--- src/rtl/mmio_stack_pkg.sv ---
`default_nettype none
// ============================================================================
// Module      : mmio_stack_pkg
// Description : Shared defaults and derived widths for the MMIO stack.
// Revision    : 1.0 - initial release
// ============================================================================
package mmio_stack_pkg;

    localparam int c_default_width = 16;
    localparam int c_default_depth = 16;

    // count must represent 0..DEPTH inclusive, hence one bit above the index
    function automatic int count_width(input int depth);
        return $clog2(depth) + 1;
    endfunction

    localparam int c_default_count_width = count_width(c_default_depth);

endpackage
`default_nettype wire

--- src/rtl/mmio_stack_if.sv ---
`default_nettype none
// ============================================================================
// Module      : mmio_stack_if
// Description : CPU-side bus bundle of the MMIO stack peripheral.
// Revision    : 1.0 - initial release
// ============================================================================
interface mmio_stack_if
    import mmio_stack_pkg::*;
#(
    parameter int WIDTH = c_default_width,
    parameter int DEPTH = c_default_depth
);
    localparam int c_count_width = count_width(DEPTH);

    logic                     sel;
    logic                     write;
    logic                     read;
    logic                     clr;
    logic [WIDTH-1:0]         dataIn;
    logic [WIDTH-1:0]         dataOut;
    logic [c_count_width-1:0] count;
    logic                     empty;
    logic                     full;
    logic                     overflow;
    logic                     underflow;

    modport master (
        output sel, write, read, clr, dataIn,
        input  dataOut, count, empty, full, overflow, underflow
    );

    modport slave (
        input  sel, write, read, clr, dataIn,
        output dataOut, count, empty, full, overflow, underflow
    );

endinterface
`default_nettype wire

--- src/rtl/mmio_stack_mem.sv ---
`default_nettype none
// ============================================================================
// Module      : stack_mem
// Description : DEPTH x WIDTH register array, sync write / async read.
// Revision    : 1.0 - initial release
// ============================================================================
module stack_mem
    import mmio_stack_pkg::*;
#(
    parameter int WIDTH = c_default_width,
    parameter int DEPTH = c_default_depth
) (
    input  wire logic                     CLK,
    input  wire logic                     we,
    input  wire logic [$clog2(DEPTH)-1:0] waddr,
    input  wire logic [WIDTH-1:0]         wdata,
    input  wire logic [$clog2(DEPTH)-1:0] raddr,
    output      logic [WIDTH-1:0]         rdata
);

    logic [WIDTH-1:0] r_mem [DEPTH];

    // No reset: entries are always written before the top level consumes them
    always_ff @(posedge CLK) begin
        if (we) begin
            r_mem[waddr] <= wdata;
        end
    end

    assign rdata = r_mem[raddr];

endmodule
`default_nettype wire

--- src/rtl/mmio_stack.sv ---
`default_nettype none
// ============================================================================
// Module      : mmio_stack
// Description : Memory-mapped LIFO with registered top-of-stack and sticky
//               overflow/underflow flags.
// Revision    : 1.0 - initial release
// ============================================================================
module mmio_stack
    import mmio_stack_pkg::*;
#(
    parameter int WIDTH = c_default_width,
    parameter int DEPTH = c_default_depth
) (
    input wire logic    CLK,
    input wire logic    RST,
    mmio_stack_if.slave bus
);

    localparam int c_cw = count_width(DEPTH);
    localparam int c_aw = $clog2(DEPTH);

    localparam logic [c_cw-1:0] c_zero       = '0;
    localparam logic [c_cw-1:0] c_one        = c_cw'(1);
    localparam logic [c_cw-1:0] c_two        = c_cw'(2);
    localparam logic [c_cw-1:0] c_full_count = c_cw'(DEPTH);

    logic [c_cw-1:0]  r_count;
    logic [WIDTH-1:0] r_data;
    logic             r_overflow;
    logic             r_underflow;

    logic [c_cw-1:0]  w_count_nxt;
    logic [WIDTH-1:0] w_data_nxt;
    logic             w_overflow_nxt;
    logic             w_underflow_nxt;

    logic             w_push;
    logic             w_pop;
    logic             w_empty;
    logic             w_full;
    logic             w_we;
    logic [c_aw-1:0]  w_waddr;
    logic [c_aw-1:0]  w_top_idx;
    logic [c_aw-1:0]  w_raddr;
    logic [WIDTH-1:0] w_rdata;
    logic [c_cw-1:0]  w_count_m1;
    logic [c_cw-1:0]  w_count_m2;

    assign w_push  = bus.sel & bus.write;
    assign w_pop   = bus.sel & bus.read;
    assign w_empty = (r_count == c_zero);
    assign w_full  = (r_count == c_full_count);

    assign w_count_m1 = r_count - c_one;
    assign w_count_m2 = r_count - c_two;
    assign w_top_idx  = w_count_m1[c_aw-1:0];
    // Entry just below the current top becomes visible after a pop
    assign w_raddr    = w_count_m2[c_aw-1:0];

    stack_mem #(
        .WIDTH (WIDTH),
        .DEPTH (DEPTH)
    ) u_mem (
        .CLK   (CLK),
        .we    (w_we),
        .waddr (w_waddr),
        .wdata (bus.dataIn),
        .raddr (w_raddr),
        .rdata (w_rdata)
    );

    always_comb begin
        w_count_nxt     = r_count;
        w_data_nxt      = r_data;
        w_overflow_nxt  = r_overflow;
        w_underflow_nxt = r_underflow;
        w_we            = 1'b0;
        w_waddr         = r_count[c_aw-1:0];

        if (bus.clr) begin
            w_count_nxt     = c_zero;
            w_data_nxt      = '0;
            w_overflow_nxt  = 1'b0;
            w_underflow_nxt = 1'b0;
        end else if (w_push && w_pop && !w_empty) begin
            // Replace top in place; also the path for push+pop while full
            w_we       = 1'b1;
            w_waddr    = w_top_idx;
            w_data_nxt = bus.dataIn;
        end else if (w_push) begin
            if (!w_full) begin
                w_we        = 1'b1;
                w_count_nxt = r_count + c_one;
                w_data_nxt  = bus.dataIn;
            end else begin
                w_overflow_nxt = 1'b1;
            end
        end else if (w_pop) begin
            if (!w_empty) begin
                w_count_nxt = w_count_m1;
                w_data_nxt  = (r_count == c_one) ? '0 : w_rdata;
            end else begin
                w_underflow_nxt = 1'b1;
            end
        end
    end

    always_ff @(posedge CLK or posedge RST) begin
        if (RST) begin
            r_count     <= c_zero;
            r_data      <= '0;
            r_overflow  <= 1'b0;
            r_underflow <= 1'b0;
        end else begin
            r_count     <= w_count_nxt;
            r_data      <= w_data_nxt;
            r_overflow  <= w_overflow_nxt;
            r_underflow <= w_underflow_nxt;
        end
    end

    assign bus.dataOut   = r_data;
    assign bus.count     = r_count;
    assign bus.empty     = w_empty;
    assign bus.full      = w_full;
    assign bus.overflow  = r_overflow;
    assign bus.underflow = r_underflow;

endmodule
`default_nettype wire

--- src/flat_wrapper.sv ---
// flat-port wrapper written by rule: the top's interface ports become plain ports
module mmio_stack_flat import mmio_stack_pkg::*;
#(
    parameter int WIDTH = c_default_width,
    parameter int DEPTH = c_default_depth
)
  (CLK, RST, bus_sel, bus_write, bus_read, bus_clr, bus_dataIn, bus_dataOut, bus_count, bus_empty, bus_full, bus_overflow, bus_underflow);
  mmio_stack_if #(.WIDTH(WIDTH), .DEPTH(DEPTH)) bus_i ();
  input wire logic CLK;
  input wire logic RST;
  input wire logic [$bits(bus_i.sel)-1:0] bus_sel;
  input wire logic [$bits(bus_i.write)-1:0] bus_write;
  input wire logic [$bits(bus_i.read)-1:0] bus_read;
  input wire logic [$bits(bus_i.clr)-1:0] bus_clr;
  input wire logic [$bits(bus_i.dataIn)-1:0] bus_dataIn;
  output wire logic [$bits(bus_i.dataOut)-1:0] bus_dataOut;
  output wire logic [$bits(bus_i.count)-1:0] bus_count;
  output wire logic [$bits(bus_i.empty)-1:0] bus_empty;
  output wire logic [$bits(bus_i.full)-1:0] bus_full;
  output wire logic [$bits(bus_i.overflow)-1:0] bus_overflow;
  output wire logic [$bits(bus_i.underflow)-1:0] bus_underflow;
  assign bus_i.sel = bus_sel;
  assign bus_i.write = bus_write;
  assign bus_i.read = bus_read;
  assign bus_i.clr = bus_clr;
  assign bus_i.dataIn = bus_dataIn;
  assign bus_dataOut = bus_i.dataOut;
  assign bus_count = bus_i.count;
  assign bus_empty = bus_i.empty;
  assign bus_full = bus_i.full;
  assign bus_overflow = bus_i.overflow;
  assign bus_underflow = bus_i.underflow;
  mmio_stack #(.WIDTH(WIDTH), .DEPTH(DEPTH)) u_core (.CLK(CLK), .RST(RST), .bus(bus_i));
endmodule
--- config.mk ---
export PLATFORM = sky130hd
export DESIGN_NAME = mmio_stack_flat
export DESIGN_NICKNAME = d
export VERILOG_FILES = /design/src/rtl/mmio_stack_pkg.sv /design/src/rtl/mmio_stack_if.sv /design/src/rtl/mmio_stack_mem.sv /design/src/rtl/mmio_stack.sv /design/src/flat_wrapper.sv
export SDC_FILE = /design/constraint.sdc
export NUM_CORES = 1
export LEC_CHECK = 0
export ABC_AREA = 1
export BUFFER_PORTS_ARGS = -buffer_cell sky130_fd_sc_hd__buf_2
export CORE_MARGIN = 4
export CORE_UTILIZATION = 60
export CTS_CLUSTER_DIAMETER = 40
export DETAILED_ROUTE_END_ITERATION = 8
export PLACE_DENSITY = 0.84
export SYNTH_ARGS = -nofsm -noshare
export SYNTH_HDL_FRONTEND = slang
export SYNTH_SLANG_ARGS = --single-unit
export TNS_END_PERCENT = 1
--- constraint.sdc ---
create_clock -name CLK -period 3.8 [get_ports CLK]
set_input_delay 0 -clock CLK [delete_from_list [all_inputs] [get_ports CLK]]
set_output_delay 0 -clock CLK [all_outputs]
set_load 0.005 [all_outputs]
# Yosys cells after proc, flatten, opt, wreduce, memory -nomap -nowiden
# Memories as Yosys holds them, arrays and structs flattened.
# Cells that the tools add are included.
dict set report totals {
  memories 1
  input_bits 22
  word_cells 62
  mem_bits_rw 256
  output_inout_bits 25
  regBits 23
}
dict set report classes {
  n_bitwise 2
  addsub 3
  reduce_logical 14
  muxes 30
  n_eq_ne 8
}
# memory depth word_bits read_ports rd_clocked_by_memory_dff wr line
set memory_table {}
lappend memory_table {u_core.u_mem.r_mem 16 16 1 0 1 mmio_stack_mem.sv:21} ;# logic [WIDTH-1:0] r_mem [DEPTH];
# operator n
set op_table {}
lappend op_table {{$mux 16} 7}
lappend op_table {{$mux 5} 6}
lappend op_table {{$mux 1} 15}
lappend op_table {{$mux 4} 2}
lappend op_table {{$reduce_and 4->1} 2}
lappend op_table {{$reduce_bool 2->1} 4}
lappend op_table {{$reduce_and 3->1} 2}
lappend op_table {{$add 5x1->5 const B} 1}
lappend op_table {{$eq 5x1->1 const B} 1}
lappend op_table {{$eq 5x5->1 const B} 1}
lappend op_table {{$logic_not 5->1} 1}
lappend op_table {{$sub 5x1->5 const B} 1}
lappend op_table {{$ne 2x2->1 const B} 2}
lappend op_table {{$ne 4x3->1 const B} 1}
lappend op_table {{$ne 4x4->1 const B} 1}
lappend op_table {{$reduce_bool 4->1} 1}
lappend op_table {{$sub 4x2->4 const B} 1}
lappend op_table {{$ne 3x2->1 const B} 1}
lappend op_table {{$ne 3x3->1 const B} 1}
lappend op_table {{$reduce_bool 3->1} 1}
lappend op_table {{$and 1x1->1} 2}
lappend op_table {{$logic_and 1x1->1} 2}
lappend op_table {{$logic_not 1->1} 1}

# Depth between registers and ports, before layout
# An unclocked memory read counts as a cell.
dict set report depth {
  word_depth 8
  depth_mapped 14
}

# Modules after synthesis
# From an unflattened synthesis, not the netlist that was laid out.
dict set report hier_totals {
  hier_cells 1283
  area_unflattened_um2 12744.7
}
# module area_per_inst_um2 seq_area_each_um2 instances cells_per_inst
set by_module_without_submodules {}
lappend by_module_without_submodules {stack_mem 11069.4 7687.4 1 1060}
lappend by_module_without_submodules {mmio_stack 1675.4 575.6 1 223}

# Worst setup path before layout
# OpenSTA, ideal clock, no wires.
dict set report synth_timing {
  kind {reg2reg}
  startpoint {register u_core.r_count[1] (netlist: u_core.bus.count[1])}
  endpoint {memory u_core.u_mem.r_mem[15][0] (netlist bit) (enable)}
  required_ns 3.412
  synth_period_minus_slack_ns 3.076
  path_buffers 2
  path_slack_ns 0.724
  setup_time_ns 0.388
  arrival_time_ns 2.688
  path_stages_with_launch 11
  path_cell_list {dfrtp_1 -> inv_1 -> buf_2 -> buf_1 -> ha_1 -> nand3_4 -> nand2_2 -> nor2_8 -> o21ai_0 -> nand3_1 -> nor2_1}
}
dict set report synth_via {
  elab_chain_cells 7
}
# item line
set synth_lines {}
lappend synth_lines {{start: declaration} mmio_stack.sv:27} ;# logic [c_cw-1:0] r_count;
lappend synth_lines {{start signal: assignment} mmio_stack.sv:110} ;# r_count <= c_zero;
lappend synth_lines {{start signal: assignment} mmio_stack.sv:115} ;# r_count <= w_count_nxt;
lappend synth_lines {{$eq 5x5->1 or $logic_not 5->1 (tied branches)} {mmio_stack.sv:52, mmio_stack.sv:51}}
lappend synth_lines {{$mux 1 or $logic_not 1->1 (tied branches)} {mmio_stack.sv:91, mmio_stack.sv:85}}
lappend synth_lines {{$mux 1 or $logic_and 1x1->1 (tied branches)} {mmio_stack.sv:90, mmio_stack.sv:85}}
lappend synth_lines {{$mux 1} mmio_stack.sv:85} ;# end else if (w_push && w_pop && !w_empty) begin
lappend synth_lines {{$mux 1} mmio_stack.sv:80} ;# if (bus.clr) begin
lappend synth_lines {{$mux 1} mmio_stack_mem.sv:25} ;# if (we) begin
lappend synth_lines {{$mux 1 (not written as such)} mmio_stack_mem.sv:26} ;# r_mem[waddr] <= wdata;
lappend synth_lines {{end: declaration} mmio_stack_mem.sv:21}
# Several ways; a longest one is shown, not always the timed one.

# Worst setup path in the final report
dict set report layout_timing {
  startpoint {register u_core.r_count[2] (netlist: u_core.bus.count[2])}
  endpoint {memory u_core.u_mem.r_mem[3][11] (netlist bit) (enable)}
}
# The elaborated chain is that of the path after synthesis.

==> results list <==
- Post-CTS repair changed the size of 0 cells.
- In this run the number of H-tree levels came out at 1.
* Crit path max-delay family: simple AND/OR/NAND/NOR gates
- The number of global-route vias before repair came to 8,994.
* Hold Worst Slack: 93.69 ps
- Postcts setup bufs: 0
- Worst R2R End: u_core.u_mem.r_mem[3][11]
* Most common library cell in the layout ignoring fill and taps: sky130_fd_sc_hd__nand2_1
- The die is between 150 and 200 µm wide.
- Maximum number of buffers from clock root to sink: 3
- Initial Utilization: 0.6167
- Synthesis inferred 279 register bits.
- WP data required: 3970 ps
- TritonCTS built the clock tree.
- 0 antenna diodes ended up in the layout.
- In the final design database the tool counted 1,368 nets.
- Stage delay of the slowest cell on the critical path: approximately 740 ps
* Total iterations of the first detailed-routing run: 6
* Cell at the root of the clock tree: sky130_fd_sc_hd__clkbuf_16
- Worst-path cell with the longest stage delay: sky130_fd_sc_hd__nor2_2
- The path with the worst hold slack has its endpoint at u_core.bus.count[4].
- Maximum fanout along the worst path: 16
* GRT Util Overall: 0.2663
- Final setup margin: 917.9 ps
- The min-delay analysis places its worst path in the category primary input to flop.
- After detailed routing, the average wire length per cell comes to 19.49 µm.
* Static power due to leakage: 6.362 nW
- In the routed design, unresolved DRC markers number 0.
- For the pin with the worst max-slew slack, the measured transition is 1303 ps.
- Entering global routing, the biggest net connects 121 pins.
* Layout overhead on the synthesized area: 13.98%
- Most common cell type on the critical path: sky130_fd_sc_hd__nand2_1
- TritonCTS created 31 clock buffers.
* Peak ir drop on the vdd network: between 0.4 and 0.5 mV
* Final hold violation count: 0
* Critical path buffers and inverters: 2
- The detail route stage leaves a number of antenna-violating nets equal to 0.
- Headroom to the max-slew limit came out at 0.1310.
* Clock sinks: 279
- Core Footprint: 20,430 µm²
- Hold Path Cell Cnt: 6
- Input and output buffers added on the ports amount to 46.
- Yosys synthesis warning count: 0
- Each instance of the synthesized netlist takes up on average about 9.9 µm².
- Top-level port count: 47
* Endpoint kind of the worst setup timing path: flop
* Count of cell types in the netlist: 31
* Cell-by-cell trace of the critical path: inv_1 -> ha_1 -> nand2_1 -> nand2_1 -> xor2_1 -> nand2_1 -> o21ai_1 -> inv_1 -> nand3_1 -> nor2_2
- Overall die height: 152.9 µm
* Syn Std Cell Area: 12,600 µm²
* Max Cap Violations: 0
- Highest achievable clock rate: ~350 MHz
- Setup repair after global routing left no endpoint under its margin.
- Counting cells, the worst reg-to-reg path comes to 10.
- Drt initial violations: 1,274
- Final Setup Violations: 0
* Register area share after synthesis: 0.6559
- In the final layout, the share of cells above drive strength 1 is 0.1145.
- Worst Skew: approximately 9 ps
* Part of the cycle the worst path needs: 0.7585
* Filler Cell Count: roughly 1,400
- TNS Setup: 0 ps
* Global-route wire length before repair: just under 50,000 µm
* Arrival time at the worst endpoint: 3050 ps
* Critical path launch point type: flop
- Before CTS, the worst setup slack after placement is 997.1 ps.
- The die covers 23,380 µm².
- Detailed routing inserted a total of approximately 9,300 vias.
- The worst hold path begins at bus_sel.
- Number of cell rows: 52
* Number of instances in the synthesized netlist: 1,277
* Highest-count cells in the layout ignoring fill and taps: sky130_fd_sc_hd__nand2_1, sky130_fd_sc_hd__edfxtp_1, sky130_fd_sc_hd__inv_1, sky130_fd_sc_hd__nand3_1, sky130_fd_sc_hd__nor2_1
* Final wirelength: 31,830 µm
- Insertion delay to the later sink of the worst-skew pair: 550 ps
- Measured on the finished design, the core utilization comes to 0.7029.
- Syn Nets: 1,306
* Antenna violations before repair: 0
- Total overflow reported by the global router: 0
- Setup slack on the worst reg-to-reg path comes out at 920 ps.
- In this run the critical register-to-register path is launched from u_core.bus.count[2].
- Power per Cell Area: 690.0 nW/µm²
- DPL Wire Length: ~19,000 µm
- The congestion estimate from routability-driven global placement came to 0.9462.
- CTS clk-pin slew, worst paths: ~60 ps
* Worst setup path class: flop to flop
* Time the worst path needs with I/O delays and setup: 2882 ps
- The critical path starts at u_core.bus.count[2].
* Post-detailed-route via-to-cell ratio: 5.666
- The number of pins with negative max-slew slack in the final report came to 0.
- The flow ran to the end, and the final reports show no timing, DRC or antenna violations.
report_power, final:
part	leakage (nW)	switching (mW)	internal (mW)	total, mW
Combinational	3.25	2.22	0.889	3.11
Clock	0.524	1.22	1.91	3.14
Sequential	2.59	0.115	3.54	3.66
Total	6.36	3.56	6.35	9.91
through the flow:
stage / total power, mW / cells / instance area (µm²)
global route: 10.31 / 1633 / 14360
finish: 9.909 / 1633 / 14360
global placement: 6.596 / 1555 / 13070
CTS: 9.825 / 1633 / 14360
detailed placement: 6.675 / 1555 / 13070
floorplan: 5.676 / 1277 / 12600
cells in the mapped netlist:
master,n,area (µm²)
sky130_fd_sc_hd__ha_1,7,87.58
sky130_fd_sc_hd__o21ai_0,11,55.05
sky130_fd_sc_hd__buf_1,8,30.03
sky130_fd_sc_hd__a31oi_1,1,6.260
sky130_fd_sc_hd__buf_4,1,7.510
sky130_fd_sc_hd__inv_4,1,6.260
sky130_fd_sc_hd__xor2_2,1,16.27
sky130_fd_sc_hd__xor2_1,4,35.03
sky130_fd_sc_hd__nor2_8,2,40.04
sky130_fd_sc_hd__nand4_1,1,6.260
sky130_fd_sc_hd__nand2_2,2,12.51
sky130_fd_sc_hd__o21ai_2,2,17.52
sky130_fd_sc_hd__buf_2,24,120.1
sky130_fd_sc_hd__a21oi_2,7,61.31
sky130_fd_sc_hd__nor2_4,2,22.52
sky130_fd_sc_hd__a31oi_4,1,21.27
sky130_fd_sc_hd__nand3_1,198,991.0
sky130_fd_sc_hd__edfxtp_1,256,7687
sky130_fd_sc_hd__dfrtp_1,23,575.6
sky130_fd_sc_hd__nand2_1,378,1419
sky130_fd_sc_hd__nor2_1,67,251.5
sky130_fd_sc_hd__xnor2_1,1,8.760
sky130_fd_sc_hd__nand3_4,1,17.52
sky130_fd_sc_hd__nor2_2,6,37.54
sky130_fd_sc_hd__o21ai_1,1,5.000
sky130_fd_sc_hd__clkbuf_1,21,78.83
sky130_fd_sc_hd__inv_1,231,867.1
sky130_fd_sc_hd__buf_6,3,33.78
sky130_fd_sc_hd__a21oi_1,10,50.05
sky130_fd_sc_hd__inv_2,4,15.01
sky130_fd_sc_hd__o211ai_1,2,15.01
layout make-up:
cell class                 count  area (µm²)  area share
clock buffer                  33       783.3     0.05454
clock inverter                24       301.5     0.02100
inverter                     236       889.6     0.06195
multi-input combinational    705        3197      0.2226
sequential                   279        8268      0.5758
tap                          270       337.8     0.02353
timing repair buffer          86       583.1     0.04060
state kept, by name, summed over array words and instances, names as in the netlist:
name / flops
u_core.bus.underflow: 1
u_core.bus.count: 5
u_core.bus.dataOut: 16
u_core.bus.overflow: 1
u_core.u_mem.r_mem: 256
metal layers:
| layer | vias up | share of wire | GRT usage |
|---|---|---|---|
| li1 | 4207 | - | - |
| met1 | 4346 | 0.37 | 0.3540 |
| met2 | 583 | 0.48 | 0.4449 |
| met3 | 117 | 0.096 | 0.03562 |
| met4 | 0 | 0.049 | 0.1158 |
| met5 | - | 0 | 0 |
how the worst max path moves through the flow:
stage,end,cells after the start
final,u_core.u_mem.r_mem[3][11],10
after global routing,u_core.u_mem.r_mem[2][12],10
after CTS,u_core.u_mem.r_mem[2][12],10
after detailed placement,u_core.u_mem.r_mem[2][11],10
after global placement,u_core.u_mem.r_mem[2][11],10
after floorplan,u_core.u_mem.r_mem[15][0],10
worst register-to-register path, delay by kind of cell, from the launching register on:
family / cells / cell delay (ps)
adders and majority gates: 1 / 220
DFF: 1 / 610
and+or+nand+nor: 5 / 1160
AOI/OAI and AO/OA: 1 / 100
xor gates and xnor gates: 1 / 160
buffers and inverters: 2 / 250
repair_timing:
action                     CTS  global route
setup endpoints to repair    0             0
hold buffers                21             0
hold endpoints to repair   282             0
cells by family after synthesis:
kind of cell | synth area share
compound gates | 0.01837
xor+xnor | 0.004767
fa+ha+maj | 0.006952
buf+inv | 0.09197
flops | 0.6559
simple gates | 0.2221
Power figures use the tool's default switching activity.
